**src/rtl/ifid_queue.sv**
```systemverilog
// ifid_queue: two-entry fetch-to-decode instruction queue with flush and a saturating flush counter
module ifid_queue #(
    parameter int DEPTH = 2,
    parameter int CNT_W = 16
) (
    input  logic             clock,
    input  logic             reset,
    input  logic             if_valid,
    input  logic [31:0]      if_instruction,
    input  logic [31:0]      if_pc_plus_4,
    output logic             if_ready,
    output logic             id_valid,
    output logic [31:0]      id_instruction,
    output logic [31:0]      id_pc_plus_4,
    input  logic             id_ready,
    input  logic             flush,
    output logic [1:0]       occupancy,
    output logic [CNT_W-1:0] flush_count
);
    localparam logic [1:0] FULL = DEPTH[1:0];
    logic [63:0]      mem_q [2];
    logic             wr_ptr_q, wr_ptr_d, rd_ptr_q, rd_ptr_d;
    logic [1:0]       count_q, count_d;
    logic [CNT_W-1:0] flush_count_q, flush_count_d;
    logic             push, pop;
    // if_ready comes from registered count only, so decode never reaches fetch combinationally
    assign if_ready       = count_q != FULL;
    assign id_valid       = count_q != 2'd0;
    assign occupancy      = count_q;
    assign flush_count    = flush_count_q;
    assign id_instruction = id_valid ? mem_q[rd_ptr_q][31:0] : 32'h0;
    assign id_pc_plus_4   = id_valid ? mem_q[rd_ptr_q][63:32] : 32'h0;
    assign push           = if_valid & if_ready & ~flush;
    assign pop            = id_valid & id_ready & ~flush;
    always_comb begin
        wr_ptr_d      = flush ? 1'b0 : wr_ptr_q ^ push;
        rd_ptr_d      = flush ? 1'b0 : rd_ptr_q ^ pop;
        count_d       = flush ? 2'd0 : count_q + {1'b0, push} - {1'b0, pop};
        flush_count_d = (flush && id_valid && flush_count_q != '1) ? flush_count_q + 1'b1 : flush_count_q;
    end
    always_ff @(posedge clock) begin
        if (reset) begin
            wr_ptr_q      <= 1'b0;
            rd_ptr_q      <= 1'b0;
            count_q       <= 2'd0;
            flush_count_q <= '0;
        end else begin
            wr_ptr_q      <= wr_ptr_d;
            rd_ptr_q      <= rd_ptr_d;
            count_q       <= count_d;
            flush_count_q <= flush_count_d;
            if (push) mem_q[wr_ptr_q] <= {if_pc_plus_4, if_instruction};
        end
    end
endmodule

```
**config.mk**
```make
export PLATFORM = sky130hd
export DESIGN_NAME = ifid_queue
export DESIGN_NICKNAME = d
export VERILOG_FILES = /design/src/rtl/ifid_queue.sv
export SDC_FILE = /design/constraint.sdc
export NUM_CORES = 1
export LEC_CHECK = 0
export BUFFER_PORTS_ARGS = -buffer_cell sky130_fd_sc_hd__buf_2
export CORE_MARGIN = 2
export CORE_UTILIZATION = 57
export CTS_CLUSTER_DIAMETER = 60
export DETAILED_ROUTE_END_ITERATION = 6
export HOLD_SLACK_MARGIN = 0.06
export PLACE_DENSITY = 0.85
export REMOVE_ABC_BUFFERS = 1
export SLEW_MARGIN = 20
export SYNTH_ARGS = -nofsm -noshare
export SYNTH_HDL_FRONTEND = slang
export SYNTH_SLANG_ARGS = --single-unit
```
**constraint.sdc**
```tcl
create_clock -name clock -period 23.6 [get_ports clock]
set_input_delay 3.54 -clock clock [delete_from_list [all_inputs] [get_ports clock]]
set_output_delay 3.54 -clock clock [all_outputs]
set_load 0.01 [all_outputs]
```
== Word level (Yosys, flattened, before mapping) ==
Memory sizes are Yosys's and may differ from the RTL's. A register that Yosys moved wholly into a read port is not among the register bits.
Cells that the tools add are included.
Operators by class
  $add $sub $neg: 3
  equality and inequality tests: 2
  multiplexer cells: 6
  bitwise operators: 7
  reduce and logical (&&, ||, !) cells: 4
Operators by type and width (count)
  $mux 32: 2
  $add 16x1->16 const B: 1
  $ne 16x16->1 const B: 1
  $and 1x1->1: 4
  $mux 1: 4
  $add 2x1->2: 1
  $logic_and 1x1->1: 2
  $ne 2x2->1 const B: 1
  $reduce_bool 2->1: 1
  $reduce_or 2->1: 1
  $sub 2x1->2: 1
  $xor 1x1->1: 2
  $not 1->1: 1
Word-level totals
  flip-flop bits (word level): 20
  RAM bits: 128
  input bits: 69
  output and inout port bits: 84
  word-level logic and storage cells: 27
  memories: 1
Memory list
  mem_q: depth 2, bits a word 64, read ports 1, clocked after Yosys merged registers in 1, write ports 1, line 21  | logic [63:0] mem_q [2];

== Logic depth before layout (Yosys ltp) ==
  word-level depth: 6
  gate-level depth with buffers: 10
  gate-level depth less buffers: 10

== Worst setup path before layout ==
No wires, ideal clock.
  path kind: input to register
  start point: in reset
  end point: mem mem_q[1][0] (enable)
  setup time: 666 ps
  data arrival time: 10358 ps
  data required time: 22934 ps
  slack: 12576 ps
  stages: 2
  path buffers: 1
  cells stage by stage: clkbuf_1 -> nor4b_1
Between the ends
  longest elaborated chain between the ends: 2
Ends and longest elaborated chain
  from (decl): line 7  | input logic reset,
  $mux 1: line 42  | if (reset) begin
  $mux 1 (implied by the code): line 52  | if (push) mem_q[wr_ptr_q] <= {if_pc_plus_4, if_instruction};
  to (decl): line 21
Every way passes these cells.

==> flow_summary.ini <==
[setup_path]
crit_type = reg -> out
cp.arrival_ns = 2.19
r2r_cells = 11
worstPathRequired_ns = 20.06
r2r-start = occupancy[1]$_SDFF_PP0_
worstPathMaxFanout = 65
r2r-end = occupancy[1]$_SDFF_PP0_
startpoint_type = flip-flop
end_kind = output port
ff2ff_setup_slack_ns = 21.18

[outcome]
outcome = completed

[yosys]
ys_seq_area_frac = 0.718
synth_top_area_frac = 0.650
ys_seq_elements = 148
synthSimpleGateAreaFrac = 0.106
synthTopCellsByArea = edfxtp_1 65%, mux2i_1 11%, dfxtp_1 6.8%
synth_xor_xnor_area_share = 0.00593
ys.flop_type = edfxtp_1
synth_top_area_cell = edfxtp_1
synth_edf_count = 128
synth.distinct_cells = 41
yosysWarnings = 0
syn-instance-count = 401
yosysMostFrequentCell = edfxtp_1
synth_compound_area_frac = 0.0191
synth_top_family_by_area = multiplexers
netlist_top_cells_count = 128 x edfxtp_1, 76 x nor2_1, 65 x mux2i_1, 20 x dfxtp_1, 11 x nand2_1
synth_area_mm2 = 0.00591
synth_area_per_cell_um2 = 14.7
synthMuxAreaShare = 0.127
synthAdderAreaFrac = 0.00635
ys_async_sr_fraction = 0

[clock_tree]
cts.clk_slew.worst_paths_ns = 0.06
cts_hold_buffers = 0
ctsResizeCount = 0
cts_inserted_buffers = 17
cts_setup_buffers = 0
clk_path_buf_depth = 2
cts-htree-levels = 4
cts_sinks = 148
cts_root_buffer = clkbuf_8
cts_tree = done
worstSkewPairLatency_ns = 0.51

[grt]
grt_pass1_vias = 3737
grtUsageTotal = 0.211
antenna_found_initial = 0
grt_max_degree = 66
gr-total-overflow = 0
grt_pass1_wl_um = 18000

[finish]
multi_input_area_mm2 = 0.00159
regArea_mm2 = 0.00425
diodes = 0
drive_gt1_frac = 0.361
fill_cells = 685
area_delta_synth_final_pct = 25.2
nNetsFinal = 630

[floorplanning]
initial_core_util = 0.580
core_mm2 = 0.0102
ios = 153
die_height_um = 106
dieArea_mm2 = 0.0112
die_x_um = 106
num_rows = 37

[place]
dpl_worst_slack_ns = 18.37
dp_hpwl_um = 7650
port_buffers = 152
gp_congestion = 0.854

[timing]
rsz0062_at_grt = no
max_freq_mhz = 175
slew_headroom = 0.249
drv_slew = 0
tns_ns = 0
post-route-period-util = 0.243
setup_violations = 0
tightest_slew_ns = 1.13
clock_skew_ns = 0.00589
fin_ws_ns = 17.87
whs_ns = 0.507
fin_crit_ns = 5.73
timing_hold_violations_final = 0

[min_path]
hold_depth = 2
hold_path_end = flush_count[8]$_SDFFE_PP0P_
worstHoldStart = flush_count[8]$_SDFFE_PP0P_
hold_class = reg -> reg

[pwr]
ir_drop_v = 0.0000431
leakagePower_nw = 2.80
pwr_density_cell_mw_per_mm2 = 77.7

[job]
cap_violations = 0

[drt]
antenna_left = 0
drc_errors = 0
wl_per_cell_um = 16.6
dr.pass1.iters = 5
viasPerCell = 5.29
drt_first_iter_violations = 277
num_vias = 3743
wirelength_um = 11700
layout make-up:
type | count | share of cell area
sequential | 148 | 0.574
clock inverter | 14 | 0.0220
tap | 136 | 0.0230
multi-input combinational | 229 | 0.214
timing repair buffer | 157 | 0.108
inverter | 5 | 0.00254
clock buffer | 18 | 0.0565
power by group:
| group | switching (mW) | total (mW) | internal, mW | leakage (nW) |
|---|---|---|---|---|
| clock | 0.0988 | 0.259 | 0.160 | 0.278 |
| sequential | 0.00217 | 0.291 | 0.289 | 1.32 |
| combinational | 0.0147 | 0.0251 | 0.0104 | 1.20 |
cell usage in the layout, fill, tap and decap left out, drive strengths merged, types with 2 or more instances in the layout:
cell type / count
o31ai: 3
or4: 3
and2: 3
nor4: 8
edfxtp: 128
inv: 5
clkbuf: 18
nand3: 5
nor2b: 9
or2: 2
nand2: 11
a21oi: 7
o41ai: 2
nand4: 4
bufinv: 3
mux2i: 65
ha: 3
mux2: 9
nor3: 4
nor2: 76
buf: 157
or3: 2
clkinv: 8
xor2: 3
dfxtp: 20
clkinvlp: 3
critical path: stages (launching register included):
cell	delay, ns
dfxtp_4	1.10
mux2i_1	0.32
nor2_1	0.08
buf_2	0.17
cells by family after synthesis:
group                    count (synthesis)
multiplexers                            74
flip-flops                             148
adder cells (fa/ha/maj)                  3
buffers and inverters                   24
XOR/XNOR                                 4
AO/OA/AOI/OAI                           17
AND/OR/NAND/NOR                        131
metrics by stage:
step	power, mW	area [um2]	std cells	utilization
after floorplan	0.308	5830	382	-
after detailed placement	0.322	6820	675	0.670
after CTS	0.580	7400	707	0.727
after global placement	0.321	6820	675	0.670
final	0.575	7400	707	0.727
after global routing	0.594	7400	707	0.727
registers in the layout, indices dropped and copies added (netlist names):
signal       flops
wr_ptr_q         1
flush_count     16
occupancy        2
mem_q          128
rd_ptr_q         1
worst max-delay path by stage:
| stage | from | to | slack, ns | depth (start not counted) |
|---|---|---|---|---|
| floorplan | if_valid | mem_q[1][0]$_DFFE_PP_ | 12.70 | 2 |
| global placement | rd_ptr_q$_SDFF_PP0_ | id_instruction[25] | 18.38 | 3 |
| detailed placement | rd_ptr_q$_SDFF_PP0_ | id_instruction[25] | 18.37 | 3 |
| CTS | rd_ptr_q$_SDFF_PP0_ | id_instruction[25] | 17.82 | 3 |
| global route | rd_ptr_q$_SDFF_PP0_ | id_instruction[10] | 17.72 | 3 |
| finish | rd_ptr_q$_SDFF_PP0_ | id_instruction[10] | 17.87 | 3 |
metal layers:
layer | global-route usage | routed length, um | vias up | share of wire
met5 | 0 | 0 | - | 0
met4 | 0.0771 | 163 | 0 | 0.014
met3 | 0.0754 | 958 | 12 | 0.082
met2 | 0.347 | 5810 | 148 | 0.49
met1 | 0.259 | 4810 | 1783 | 0.41
li1 | - | - | 1800 | -
Note: power is estimated with default switching activity, not from simulation.
